File: src/rtl/trap_ctrl_if.sv
`default_nettype none
// ============================================================================
// Module   : trap_ctrl_if
// Purpose  : WB / CSR-file / fetch signal bundle for the trap sequencer.
// Revision : 1.0 - initial release
// ============================================================================
interface trap_ctrl_if #(
    parameter int XLEN = 32
);
    logic            wb_valid_i;
    logic [XLEN-1:0] wb_pc_i;
    logic            wb_excp_i;
    logic [3:0]      wb_excp_code_i;
    logic [XLEN-1:0] wb_excp_tval_i;
    logic            wb_mret_i;
    logic [XLEN-1:0] mtvec_rdata_i;
    logic [XLEN-1:0] mepc_rdata_i;
    logic            mcause_wen_o;
    logic [XLEN-1:0] mcause_wdata_o;
    logic            mtval_wen_o;
    logic [XLEN-1:0] mtval_wdata_o;
    logic            mepc_wen_o;
    logic [XLEN-1:0] mepc_wdata_o;
    logic            flush_o;
    logic            busy_o;
    logic            redirect_valid_o;
    logic [XLEN-1:0] redirect_pc_o;
    logic            redirect_ready_i;
    logic [31:0]     trap_cnt_o;

    // Environment side: drives WB, CSR read data and fetch ready.
    modport master (
        output wb_valid_i, wb_pc_i, wb_excp_i, wb_excp_code_i, wb_excp_tval_i,
               wb_mret_i, mtvec_rdata_i, mepc_rdata_i, redirect_ready_i,
        input  mcause_wen_o, mcause_wdata_o, mtval_wen_o, mtval_wdata_o,
               mepc_wen_o, mepc_wdata_o, flush_o, busy_o, redirect_valid_o,
               redirect_pc_o, trap_cnt_o
    );

    // Sequencer side.
    modport slave (
        input  wb_valid_i, wb_pc_i, wb_excp_i, wb_excp_code_i, wb_excp_tval_i,
               wb_mret_i, mtvec_rdata_i, mepc_rdata_i, redirect_ready_i,
        output mcause_wen_o, mcause_wdata_o, mtval_wen_o, mtval_wdata_o,
               mepc_wen_o, mepc_wdata_o, flush_o, busy_o, redirect_valid_o,
               redirect_pc_o, trap_cnt_o
    );
endinterface
`default_nettype wire

File: src/rtl/trap_ctrl.sv
`default_nettype none
// ============================================================================
// Module   : trap_ctrl
// Purpose  : Exception/mret sequencer: CSR commit, pipeline drain, redirect.
// Revision : 1.0 - initial release
// ============================================================================
module trap_ctrl #(
    parameter int XLEN         = 32,
    parameter int FLUSH_CYCLES = 2
) (
    input  wire logic   clk,
    input  wire logic   rst,
    trap_ctrl_if.slave  bus
);
    typedef enum logic [1:0] {
        IDLE     = 2'd0,
        COMMIT   = 2'd1,
        FLUSH    = 2'd2,
        REDIRECT = 2'd3
    } state_t;

    localparam logic [3:0] CNT_LOAD = 4'(FLUSH_CYCLES - 1);

    state_t          state;
    state_t          state_nxt;
    logic            accept_excp;
    logic            accept_mret;
    logic [XLEN-1:0] pc;
    logic [XLEN-1:0] tval;
    logic [XLEN-1:0] target;
    logic [3:0]      code;
    logic [3:0]      cnt;
    logic [31:0]     trap_cnt;

    always_ff @(posedge clk or posedge rst) begin
        if (rst) begin
            state <= IDLE;
        end else begin
            state <= state_nxt;
        end
    end

    // Exception wins over mret; WB is only looked at while idle.
    always_comb begin
        state_nxt   = state;
        accept_excp = 1'b0;
        accept_mret = 1'b0;
        case (state)
            IDLE: begin
                if (bus.wb_valid_i && bus.wb_excp_i) begin
                    accept_excp = 1'b1;
                    state_nxt   = COMMIT;
                end else if (bus.wb_valid_i && bus.wb_mret_i) begin
                    accept_mret = 1'b1;
                    state_nxt   = FLUSH;
                end
            end
            COMMIT:   state_nxt = FLUSH;
            FLUSH:    if (cnt == 4'd0) state_nxt = REDIRECT;
            REDIRECT: if (bus.redirect_ready_i) state_nxt = IDLE;
            default:  state_nxt = IDLE;
        endcase
    end

    always_ff @(posedge clk or posedge rst) begin
        if (rst) begin
            pc       <= '0;
            tval     <= '0;
            code     <= '0;
            target   <= '0;
            cnt      <= '0;
            trap_cnt <= '0;
        end else begin
            if (accept_excp) begin
                pc     <= bus.wb_pc_i;
                tval   <= bus.wb_excp_tval_i;
                code   <= bus.wb_excp_code_i;
                target <= bus.mtvec_rdata_i;
            end
            if (accept_mret) begin
                target <= bus.mepc_rdata_i;
            end
            // mret skips COMMIT, so it loads the drain counter on acceptance.
            if (accept_mret || state == COMMIT) begin
                cnt <= CNT_LOAD;
            end else if (state == FLUSH && cnt != 4'd0) begin
                cnt <= cnt - 4'd1;
            end
            if (state == COMMIT) begin
                trap_cnt <= trap_cnt + 32'd1;
            end
        end
    end

    assign bus.mcause_wen_o     = (state == COMMIT);
    assign bus.mtval_wen_o      = (state == COMMIT);
    assign bus.mepc_wen_o       = (state == COMMIT);
    assign bus.mcause_wdata_o   = {{(XLEN-4){1'b0}}, code};
    assign bus.mtval_wdata_o    = tval;
    assign bus.mepc_wdata_o     = {pc[XLEN-1:2], 2'b00};
    assign bus.flush_o          = (state != IDLE);
    assign bus.busy_o           = (state != IDLE);
    assign bus.redirect_valid_o = (state == REDIRECT);
    assign bus.redirect_pc_o    = target;
    assign bus.trap_cnt_o       = trap_cnt;
endmodule
`default_nettype wire

File: src/flat_wrapper.sv
// flat-port wrapper written by rule: the top's interface ports become plain ports
module trap_ctrl_flat 
#(
    parameter int XLEN         = 32,
    parameter int FLUSH_CYCLES = 2
)
  (clk, rst, bus_wb_valid_i, bus_wb_pc_i, bus_wb_excp_i, bus_wb_excp_code_i, bus_wb_excp_tval_i, bus_wb_mret_i, bus_mtvec_rdata_i, bus_mepc_rdata_i, bus_redirect_ready_i, bus_mcause_wen_o, bus_mcause_wdata_o, bus_mtval_wen_o, bus_mtval_wdata_o, bus_mepc_wen_o, bus_mepc_wdata_o, bus_flush_o, bus_busy_o, bus_redirect_valid_o, bus_redirect_pc_o, bus_trap_cnt_o);
  trap_ctrl_if #(.XLEN(XLEN)) bus_i ();
  input  wire logic clk;
  input  wire logic rst;
  input wire logic [$bits(bus_i.wb_valid_i)-1:0] bus_wb_valid_i;
  input wire logic [$bits(bus_i.wb_pc_i)-1:0] bus_wb_pc_i;
  input wire logic [$bits(bus_i.wb_excp_i)-1:0] bus_wb_excp_i;
  input wire logic [$bits(bus_i.wb_excp_code_i)-1:0] bus_wb_excp_code_i;
  input wire logic [$bits(bus_i.wb_excp_tval_i)-1:0] bus_wb_excp_tval_i;
  input wire logic [$bits(bus_i.wb_mret_i)-1:0] bus_wb_mret_i;
  input wire logic [$bits(bus_i.mtvec_rdata_i)-1:0] bus_mtvec_rdata_i;
  input wire logic [$bits(bus_i.mepc_rdata_i)-1:0] bus_mepc_rdata_i;
  input wire logic [$bits(bus_i.redirect_ready_i)-1:0] bus_redirect_ready_i;
  output wire logic [$bits(bus_i.mcause_wen_o)-1:0] bus_mcause_wen_o;
  output wire logic [$bits(bus_i.mcause_wdata_o)-1:0] bus_mcause_wdata_o;
  output wire logic [$bits(bus_i.mtval_wen_o)-1:0] bus_mtval_wen_o;
  output wire logic [$bits(bus_i.mtval_wdata_o)-1:0] bus_mtval_wdata_o;
  output wire logic [$bits(bus_i.mepc_wen_o)-1:0] bus_mepc_wen_o;
  output wire logic [$bits(bus_i.mepc_wdata_o)-1:0] bus_mepc_wdata_o;
  output wire logic [$bits(bus_i.flush_o)-1:0] bus_flush_o;
  output wire logic [$bits(bus_i.busy_o)-1:0] bus_busy_o;
  output wire logic [$bits(bus_i.redirect_valid_o)-1:0] bus_redirect_valid_o;
  output wire logic [$bits(bus_i.redirect_pc_o)-1:0] bus_redirect_pc_o;
  output wire logic [$bits(bus_i.trap_cnt_o)-1:0] bus_trap_cnt_o;
  assign bus_i.wb_valid_i = bus_wb_valid_i;
  assign bus_i.wb_pc_i = bus_wb_pc_i;
  assign bus_i.wb_excp_i = bus_wb_excp_i;
  assign bus_i.wb_excp_code_i = bus_wb_excp_code_i;
  assign bus_i.wb_excp_tval_i = bus_wb_excp_tval_i;
  assign bus_i.wb_mret_i = bus_wb_mret_i;
  assign bus_i.mtvec_rdata_i = bus_mtvec_rdata_i;
  assign bus_i.mepc_rdata_i = bus_mepc_rdata_i;
  assign bus_i.redirect_ready_i = bus_redirect_ready_i;
  assign bus_mcause_wen_o = bus_i.mcause_wen_o;
  assign bus_mcause_wdata_o = bus_i.mcause_wdata_o;
  assign bus_mtval_wen_o = bus_i.mtval_wen_o;
  assign bus_mtval_wdata_o = bus_i.mtval_wdata_o;
  assign bus_mepc_wen_o = bus_i.mepc_wen_o;
  assign bus_mepc_wdata_o = bus_i.mepc_wdata_o;
  assign bus_flush_o = bus_i.flush_o;
  assign bus_busy_o = bus_i.busy_o;
  assign bus_redirect_valid_o = bus_i.redirect_valid_o;
  assign bus_redirect_pc_o = bus_i.redirect_pc_o;
  assign bus_trap_cnt_o = bus_i.trap_cnt_o;
  trap_ctrl #(.XLEN(XLEN), .FLUSH_CYCLES(FLUSH_CYCLES)) u_core (.clk(clk), .rst(rst), .bus(bus_i));
endmodule
File: config.mk
export PLATFORM = sky130hd
export DESIGN_NAME = trap_ctrl_flat
export DESIGN_NICKNAME = d
export VERILOG_FILES = /design/src/rtl/trap_ctrl_if.sv /design/src/rtl/trap_ctrl.sv /design/src/flat_wrapper.sv
export SDC_FILE = /design/constraint.sdc
export NUM_CORES = 1
export LEC_CHECK = 0
export CAP_MARGIN = 20
export CORE_UTILIZATION = 35
export DETAILED_ROUTE_END_ITERATION = 10
export GPL_TIMING_DRIVEN = 0
export PLACE_DENSITY = 0.72
export RECOVER_POWER = 50
export SYNTH_ARGS = -nofsm -noshare
export SYNTH_HDL_FRONTEND = slang
export SYNTH_SLANG_ARGS = --single-unit
File: constraint.sdc
create_clock -name clk -period 13.46 [get_ports clk]
set_input_delay 2.019 -clock clk [delete_from_list [all_inputs] [get_ports clk]]
set_output_delay 2.019 -clock clk [all_outputs]
set_load 0.05 [all_outputs]
==> metrics list, run 1 <==
* Category of the critical setup timing path: in -> async
- The via count of the first global-routing pass is 5230.
- Count of input and output buffers: 271
* Horizontal die dimension: approximately 130 microns
* First-pass detailed-route iteration total: 4
- STA puts the critical path data required time at approximately 13 ns.
* Fin crit share: 52.3%
- Setup Viol. Count Final: 0
- The floorplan has 47 rows.
- In this run the cell area measured after placement is 9160 sq um.
- Part of the Yosys area used for sequential elements: approximately 56%
* Routability Congestion: 0.879
- Layout fillers: 1391
- Clock latency reported for the late side of the worst-skew pair: between 0.4 and 0.5 ns
* Wire length after detailed routing: around 16000 microns
* Synth area leader: dfrtp_1
- Count of boundary I/O pins: 304
* Setup tns final: 0 ns
- The number of max-slew violations in the final report came to 149.
- Each instance of the synthesized netlist takes up on average approximately 13 sq um.
- Detail-routed via count per cell: 4.60
- Post-CTS timing repair inserted 0 buffers for setup.
* Violated checks: capacitance limit, slew limit
- IR analysis of the VDD net gives a maximum drop of 0.000169 V.
- Number of flip-flops and latches in the synthesized netlist: roughly 140
- Counting instances in the post-synthesis netlist gives the leading cell types as 136 x dfrtp_1, 67 x mux2_2, 41 x nand2_1.
- In this run the biggest area consumer among cell types represents 56.5% of the synthesized area.
- Of the cells placed in the final design, the portion with a size suffix greater than 1 is approximately 17%.
- In this run the clock root is driven by a clkbuf_16.
- The worst setup path is launched from a primary input.
* Cell types occupying the most area after synthesis: dfrtp_1 56%, mux2_2 13%, mux2i_1 5.6%, buf_4 4.1%, o21ai_0 2.9%
* Remaining number of nets flagged by the antenna check after routing: 0
- Least-Margin Pin Slew: around 3.3 ns
* Fraction of registers with async set or reset after synthesis: 100%
- Largest net degree at the start of global routing: 76
* Clock tree sinks: ~140
* Power Density: between 200 and 250 nW/um^2
* Min Clock Period, post-route: roughly 7.0 ns
- The die covers 17700 sq um.
- Max-cap violations: 3
* CTS tree: built
- Number of antenna violations at the first check in global routing: 0
- Leading cell type by number of instances after synthesis: dfrtp_1
- Antenna diode instance count: 0
- Synthesized area: between 6000 and 7000 sq um
* Footprint of the flip-flops and latches: 3400 sq um
- In this run the worst hold path is classified as reg -> reg.
* Area growth, synth to finish: 60.7%
- During synthesis, Yosys emitted a total of 0 warnings.
- Synthesis produced between 400 and 500 cells.
* Post-route design area: 9680 sq um
* Hold Path Cell Cnt: 1
* DP HPWL: between 10000 and 15000 microns
- Static leakage: 4.40 nW
- Dividing the detail-routed wire length by the instance count gives about 16 microns.
* Net count, final: between 900 and 1000
- On the final layout, the worst hold slack is about 0.47 ns.
- The number of clock buffers added by TritonCTS is 17.
- Top fanout value on the critical path: 75
- Reg2Reg Depth: 7
- H-tree level count: 4
- Die height: around 130 microns
- Final core occ: slightly below 60%
- The most used flip-flop cell after synthesis is dfrtp_1.
- Overall via count from detail_route: around 4800
* Violation count after the first detailed-routing iteration: 145
* Total area of multi-input combinational cells: between 2000 and 2500 sq um
- Total routing resource utilization after global routing: between 10% and 20%
- For this run, the top clock speed supported by timing is 142 MHz.
- The count of final hold-check violations came to 0.
- Count of flip-flops with a built-in enable after synthesis: 0
- Setup repair after global routing left no endpoint under its margin.
- Buffers from clock root to sink, at most: 2
- Critical path endpoint category: async pin
- After detailed routing, the number of remaining DRC violations is 0.
- Signal arrival time at the worst endpoint: 6.82 ns
* Clock-pin slew of the registers on the worst-case setup and hold paths: 0.06 ns
- Register-to-Register Setup Slack: between 10 and 15 ns
- Yosys cell types: 34
- The flow ran to the end, but the final reports show violations.
- Gr ovfl total: 0
* Worst slew margin: -118%
* CORE AREA: between 15000 and 20000 sq um
- Post-CTS Hold Buffers: 0
- Once the floorplan was initialized, standard cells occupied about 36% of the core.
- # resized after CTS: 0
- The clock arrives with 0.00437 ns of skew.
* First-pass GRT wire length: ~27000 microns
-- critical path: stages --
cell	delay (ns)
dlygate4sd3_1	0.55
clkinvlp_2	1.78
clkbuf_1	2.41
-- path summary, 6_finish.rpt --
kind,endpoint,from
setup / recovery,u_core.bus.redirect_pc_o[3],rst
setup reg to reg,u_core.bus.trap_cnt_o[25],u_core.state[1]
max in group clk,bus_mepc_wen_o,u_core.state[1]
hold / removal,u_core.bus.trap_cnt_o[31],u_core.bus.trap_cnt_o[31]
hold reg to reg,u_core.bus.trap_cnt_o[31],u_core.bus.trap_cnt_o[31]
min in group asynchronous,u_core.pc[15],rst
-- cell families after synthesis --
logic type               synth area share [%]
AO/OA/AOI/OAI                            3.30
XOR/XNOR                                 4.94
adder cells (fa/ha/maj)                  1.45
buffers and inverters                    6.23
flip-flops                               56.5
multiplexers                             18.4
other                                  0.0622
AND/OR/NAND/NOR                          9.18
-- layer usage --
metal | GRT usage (%) | vias to the layer above | wire [microns]
met5 | 0 | - | 0
met4 | 8.96 | 0 | 504
met3 | 7.23 | 35 | 1450
met2 | 33.0 | 212 | 8010
met1 | 21.4 | 2275 | 6260
li1 | - | 2238 | -
-- where the power goes --
group | total (mW) | internal [mW] | switching (mW)
Combinational | 1.26 | 0.454 | 0.807
Sequential | 0.668 | 0.572 | 0.0954
Clock | 0.477 | 0.297 | 0.180
-- state kept, by name, indices dropped and copies added, names as in the netlist --
register                  cells
u_core.cnt                    4
u_core.pc                    30
u_core.code                   4
u_core.bus.mtval_wdata_o     32
u_core.bus.redirect_pc_o     32
u_core.state                  2
u_core.bus.trap_cnt_o        32
-- cell type report --
type	count	area share, %
timing repair buffer	272	28.1
clock inverter	14	1.80
buffer	53	3.36
sequential	136	35.1
multi-input combinational	310	23.8
clock buffer	18	4.54
inverter	11	0.439
tap	220	2.84
-- placed cells by master, fill, tap and decap left out, drive strengths merged, types with 18 or more instances in the layout --
| cell type | count |
|---|---|
| clkdlybuf4s50 | 269 |
| dfrtp | 136 |
| mux2 | 68 |
| nand2 | 41 |
| buf | 36 |
| clkbuf | 36 |
| o21ai | 35 |
| mux2i | 34 |
| conb | 30 |
| xor2 | 18 |
-- metrics by stage --
step | worst slack, ns | std cells | power (mW)
after floorplan | 7.80 | 510 | 1.49
after global placement | 6.00 | 1001 | 1.91
after detailed placement | 9.12 | 1002 | 1.94
after CTS | 9.24 | 1034 | 2.43
after global routing | 5.21 | 1034 | 2.52
final | 6.43 | 1034 | 2.41
Power figures use the tool's default switching activity.
==> run 2, diff against run 1 <==
- clock period: 13.46 -> 7.38 ns (I/O delays scaled with it)
==> run 2 against run 1 <==
  * The run still ends with capacitance limit, slew limit left
  * Total power grew 82%
  * Clock skew grew 0.00056 ns
  * First-iteration DRC count shrank 10%
  * Via count grew 0.11%
  * Non-clock buffer count is the same
  * Setup slack lost 2.6 ns
  * Highest routed layer unchanged
  * Final cell count is the same
  * Sequential share of layout area shrank 0.086 points
  * Design area grew 0.25%
==> metrics list, run 2 (synthesized netlist as in run 1, its figures left out) <==
- DRC violations left: 0 (unchanged)
- The clock-pin transition on the worst setup and hold timing paths was 0.06 ns (about the same).
- The row count was 47 (unchanged).
- The count of H-tree levels built during CTS was 4 (unchanged).
- Critical register-to-register path endpoint: u_core.bus.trap_cnt_o[25]
- Area growth, synth to finish: 61.1%
- The delay of the slowest critical-path stage came to 1.85 ns (-0.56 ns).
- The tree is rooted in a clkbuf_16.
- Die height: 133 microns (unchanged)
- Class of the worst hold path: reg -> reg
- The cell family contributing the most delay on the critical path is buffers and inverters.
- Wire length after detailed routing: 16200 microns (+0.13%)
- The total clock sinks is 136 (unchanged).
- The logic depth of the worst register-to-register path came to 7 (unchanged).
- The number of hold buffers added after CTS is 0 (unchanged).
- Buffers from clock root to sink, at most: 2 (unchanged)
* Startpoint type of the worst setup path: primary input
* Share of cells above drive strength 1: 16.7% (+0.12 points)
* Largest net degree at the start of global routing: 76 (unchanged)
- The worst-path maximum fanout came to 75 (unchanged).
* Clock latency reported for the late side of the worst-skew pair: 0.41 ns (about the same)
- Max Slew Vio Count: 85 (-43%)
- Most frequent standard cell in the layout excluding fill and tap cells: clkdlybuf4s50_1
* Violation count after the first detailed-routing iteration: 130 (-10%)
- Routability Congestion: 0.879 (unchanged)
- The checks that failed: capacitance limit, slew limit.
- Signal arrival time at the worst endpoint: 3.56 ns (-3.26 ns)
- Static leakage: 4.41 nW (+0.26%)
- Overall via count from detail_route: 4765 (+0.11%)
- The run finished, with violations left.
- Worst-case hold path end point: u_core.bus.trap_cnt_o[31]
- The clock period could shrink to between 3 and 4 ns.
* Hold path startpoint: u_core.bus.trap_cnt_o[31]
- Horizontal die dimension: 133 microns (unchanged)
- # resized after CTS: 0 (unchanged)
- Area of the die: 17700 sq um (unchanged)
- The via count of the first global-routing pass is 5230 (unchanged).
- Highest Clock Rate: 280 MHz
- Post-route clock skew: 0.00493 ns (+0.000563 ns)
- Least-Margin Pin Slew: 3.27 ns (+0.00808 ns)
* Antenna diode instance count: 0 (unchanged)
- Initial cell density of the core: 36.1% (unchanged)
- Total number of cells along the worst setup path: 2 (-1)
- The power density over the cells came to 452 nW/um^2 (+82%).
* Number of antenna violations at the first check in global routing: 0 (unchanged)
- DP HPWL: 12500 microns (unchanged)
* Pre-CTS worst setup slack: 3.95 ns (-5.17 ns)
* Hold Violations, Final: 0 (unchanged)
- Gr ovfl total: 0 (unchanged)
* First-pass detailed-route iteration total: 4 (unchanged)
- The worst relative slew slack was -119% (-1.7 points).
- Net count, final: 946 (unchanged)
- Total routing resource utilization after global routing: 19.4% (unchanged)
* Number of buffer and inverter stages on the critical path: 2 (-1)
- The post-route worst setup slack was 3.81 ns (-2.62 ns).
- The power consumption came to 4.39 mW (+82%).
* Required @ worst endpoint: 7.36 ns (-5.89 ns)
- Non-filler instance count after layout: 1034 (unchanged)
- The worst setup path is captured at an async pin.
* Routed wire per std cell: 15.7 microns (+0.13%)
* Number of buffers added for setup after CTS: 0 (unchanged)
* Max-cap violations: 2 (-1)
* Remaining number of nets flagged by the antenna check after routing: 0 (unchanged)
- The largest individual stage delay along the critical path comes from the cell clkinvlp_2.
- The maximum ir drop on the vdd rail came to 0.000309 V (+82%).
- Count of boundary I/O pins: 304 (unchanged)
- Total instance count after detailed placement: 1002 (unchanged)
* Launch instance of the worst register-to-register path: u_core.state[1]
- Category of the critical setup timing path: in -> async
- Number of clock buffers inserted by TritonCTS: 17 (unchanged)
- The number of filler instances in the final layout was 1387 (-0.29%).
- The wire length of the first global-routing pass was 26600 microns (unchanged).
- Fin crit share: approximately half
- Setup repair after global routing left no endpoint under its margin.
- The area of the placeable core came to 16700 sq um (unchanged).
* Register-to-Register Setup Slack: 4.17 ns (-6.08 ns)
- Hold Path Cell Cnt: 1 (unchanged)
- The count of final setup violators came to 0 (unchanged).
* Setup tns final: 0 ns (unchanged)
- Worst Hold Margin: 0.468 ns (-0.000633 ns)
* Detail-routed via count per cell: 4.61 (+0.11%)
- TritonCTS built the clock tree.
- Count of input and output buffers: 271 (unchanged)
- Cell-by-cell trace of the critical path: dlygate4sd3_1, clkinvlp_2
- Commonest cells after routing, fill and taps aside: 269 x clkdlybuf4s50_1, 136 x dfrtp_1, 66 x mux2_2
## run 2: changes by cell type in the layout (fill, tap and decap cells not counted)
cell / previous run / this run
buf_16: 0 / 1
clkbuf_1: 18 / 17
## run 2: layout make-up
type | instances | area (sq um) | area share [%]
sequential | 136 | 3400 | 35.1
timing repair buffer | 272 | 2740 | 28.2
multi-input combinational | 310 | 2310 | 23.8
clock buffer | 18 | 439 | 4.52
buffer | 53 | 325 | 3.35
tap | 220 | 275 | 2.84
clock inverter | 14 | 174 | 1.79
inverter | 11 | 42.5 | 0.438
## run 2: worst max path at each step
stage | start | to | slack (ns)
floorplan | rst | u_core.bus.mtval_wdata_o[0] | 2.63
global placement | rst | u_core.bus.redirect_pc_o[7] | 0.84
detailed placement | bus_wb_excp_i | u_core.bus.redirect_pc_o[20] | 3.95
CTS | u_core.state[1] | bus_mepc_wen_o | 4.07
global route | rst | u_core.bus.redirect_pc_o[10] | 3.13
finish | rst | u_core.bus.redirect_pc_o[14] | 3.81
## run 2: per-layer routing
metal  part of all wire (%)  global-route usage [%]  vias up  wire (microns)
li1                       -                       -     2240               -
met1                     38                    21.4     2282            6210
met2                     50                    33.0      211            8070
met3                    9.1                    7.23       32            1470
met4                    3.1                    8.96        0             498
met5                      0                       0        -               0
## run 2: report_power, final
part | leakage, nW | internal, mW | switching [mW]
registers | 1.70 | 1.04 | 0.174
clock network | 0.289 | 0.542 | 0.328
logic | 2.42 | 0.830 | 1.47
total | 4.41 | 2.42 | 1.98
## run 2: stage by stage
stage | util, % | area, sq um
after global placement | 54.6 | 9120
after detailed placement | 54.8 | 9160
final | 58.1 | 9710
after CTS | 58.5 | 9770
after global routing | 58.1 | 9710
after floorplan | - | 6130
==> run 3, diff against run 2 <==
- clock period: 7.38 -> 3.48 ns (I/O delays scaled with it)
==> run 3 against run 2 <==
  * The run now ends clean
  * Non-clock buffer count grew 2
  * Combinational power rose by 110%
  * Routed wire length is 1.8% higher
  * Flip-flop and latch count unchanged
  * Final cell count increased by 0.19%
  * Sequential power increased by 110%
  * Global-route usage is 0.26 points higher
  * Core utilization increased by 0.15 points
==> metrics list, run 3 (synthesized netlist as in run 1, its figures left out) <==
- Status: completed
- Overall via count from detail_route: 4785 (+0.42%)
* Total instance count after detailed placement: 1004 (+0.20%)
* Post-CTS Hold Buffers: 0 (unchanged)
- Worst slew margin: 15.5% (+130 points)
- Clock latency reported for the late side of the worst-skew pair: 0.41 ns (about the same)
- Area growth, synth to finish: 61.5%
* Layout fillers: 1395 (+0.58%)
- The average wire length per cell after detail routing was 16.0 microns (+1.6%).
- Clock-pin slew of the registers on the worst-case setup and hold paths: 0.06 ns (about the same)
- Initial cell density of the core: 36.1% (unchanged)
- Cell-by-cell trace of the critical path: inv_1, ha_1, clkbuf_1, nand4_1, or4_4, buf_6, nor3b_2, xor2_1
* Signal arrival time at the worst endpoint: 3.02 ns (-0.54 ns)
- The count of H-tree levels built during CTS came to 4 (unchanged).
- Hold Violations, Final: 0 (unchanged)
* Net count, final: 948 (+0.21%)
* Worst Hold Margin: 0.470 ns (+0.00167 ns)
* Count of boundary I/O pins: 304 (unchanged)
- CTS tree: built
- Max-cap violations: 0 (-2)
* Clock Tree Root: clkbuf_16
- The full die area was 17700 sq um (unchanged).
* Remaining number of nets flagged by the antenna check after routing: 0 (unchanged)
- Number of buffers added for setup after CTS: 0 (unchanged)
- The die outline width came to 133 microns (unchanged).
* Final core occ: 58.3% (+0.15 points)
* Wire length after detailed routing: 16500 microns (+1.8%)
- Gr ovfl total: 0 (unchanged)
- The final setup TNS was 0 ns (unchanged).
- Violation count after the first detailed-routing iteration: 231 (+78%)
- Least-Margin Pin Slew: 1.26 ns (-2.01 ns)
- DRC violations left: 0 (unchanged)
- Routability Congestion: 0.835 (-5.0%)
* Max Slew Vio Count: 0 (-100%)
* Commonest cells after routing, fill and taps aside: 218 x clkdlybuf4s50_1, 136 x dfrtp_1, 67 x mux2_2
* Non-filler instance count after layout: 1036 (+0.19%)
- Launch instance of the worst register-to-register path: u_core.state[1]
- The min-delay analysis places its worst path in the category reg -> reg.
- The die height came to 133 microns (unchanged).
- Number of buffer and inverter stages on the critical path: 3 (+1)
* Largest net degree at the start of global routing: 43 (-43%)
- Share of cells above drive strength 1: 18.0% (+1.3 points)
- The slowest stage of the critical path is the or4_4 cell.
- Peak supply drop: 0.000577 V (+87%)
- Clock tree sinks: 136 (unchanged)
- # resized after CTS: 0 (unchanged)
* Number of clock buffers inserted by TritonCTS: 17 (unchanged)
* Antenna diode instance count: 0 (unchanged)
* Startpoint type of the worst setup path: flop
- The critical path in this run is classified as reg -> reg.
* Top fanout value on the critical path: 10 (-87%)
* Number of antenna violations at the first check in global routing: 0 (unchanged)
- The area of the placeable core came to 16700 sq um (unchanged).
- Power Density: 937 nW/um^2 (+110%)
- The row count came to 47 (unchanged).
- Min Clock Period, post-route: 2.70 ns
* Required @ worst endpoint: 3.80 ns (-3.56 ns)
- The cell family contributing the most delay on the critical path is simple AND/OR/NAND/NOR gates.
- Post-route clock skew: 0.00842 ns (+0.00349 ns)
- The via count of the first global-routing pass came to 5122 (-2.1%).
- Static timing analysis puts the maximum clock frequency at approximately 370 MHz.
- The all-layer global routing usage is 19.6% (+0.26 points).
* Count of input and output buffers: 271 (unchanged)
- DP HPWL: 12700 microns (+1.6%)
- Hold path startpoint: u_core.bus.trap_cnt_o[31]
* Critical path endpoint category: flop
- Critical path launch point: u_core.state[1]
* First-pass GRT wire length: 26800 microns (+0.65%)
* First-pass detailed-route iteration total: 4 (unchanged)
* Detail-routed via count per cell: 4.62 (+0.23%)
* Fin crit share: 77.7%
- The maximum clock path buffer count was 2 (unchanged).
* Setup Viol. Count Final: 0 (unchanged)
* Static leakage: 4.47 nW (+1.4%)
- The library cell used most frequently in the layout, excluding fill and tap cells, is clkdlybuf4s50_1.
* Max stage delay on crit path: 0.57 ns (-1.28 ns)
- Setup repair after global routing left no endpoint under its margin.
-- run 3: cell types whose count changed in the layout (fill, tap and decap cells not counted), sizes merged --
cell           delta
buf               +1
dlygate4sd3      +51
clkinvlp          -1
clkdlybuf4s50    -51
clkbuf            +1
bufinv            -1
clkinv            +1
inv               +1
-- run 3: worst paths after layout --
path                                                      to  slack (ns)  cells after the start
worst min register to register     u_core.bus.trap_cnt_o[31]        0.47                      1
worst min-delay path               u_core.bus.trap_cnt_o[31]        0.47                      1
worst max register to register     u_core.bus.trap_cnt_o[22]        0.78                      8
max in group asynchronous       u_core.bus.redirect_pc_o[17]        1.03                      4
worst max-delay path               u_core.bus.trap_cnt_o[22]        0.78                      8
min in group asynchronous        u_core.bus.mtval_wdata_o[6]        0.83                      2
-- run 3: layer usage --
| metal | global-route usage (%) | part of all wire (%) | vias up |
|---|---|---|---|
| met5 | 0 | 0 | - |
| met4 | 8.65 | 2.5 | 0 |
| met3 | 7.19 | 8.8 | 29 |
| met2 | 33.4 | 50 | 201 |
| met1 | 22.0 | 39 | 2307 |
| li1 | - | - | 2248 |
-- run 3: area by class of cell --
cell class | count | area [sq um] | share of cell area (%)
Tap cell | 220 | 275 | 2.83
Sequential cell | 136 | 3400 | 35.0
Timing Repair Buffer | 274 | 2740 | 28.2
Clock buffer | 18 | 429 | 4.41
Buffer | 53 | 333 | 3.42
Inverter | 11 | 42.5 | 0.437
Clock inverter | 14 | 150 | 1.54
Multi-Input combinational cell | 310 | 2360 | 24.2
-- run 3: through the flow --
| stage | setup WS [ns] | total power [mW] | cell area [sq um] |
|---|---|---|---|
| finish | 0.777 | 9.11 | 9730 |
| global route | 0.641 | 9.52 | 9730 |
| CTS | 0.782 | 9.34 | 9770 |
| detailed placement | 0.607 | 7.52 | 9190 |
| global placement | 0.0782 | 7.40 | 9130 |
| floorplan | 0.979 | 5.76 | 6140 |
-- run 3: power by group --
group	internal (mW)	total, mW	switching [mW]
Sequential	2.21	2.57	0.354
Clock	1.06	1.76	0.703
Combinational	1.66	4.79	3.13
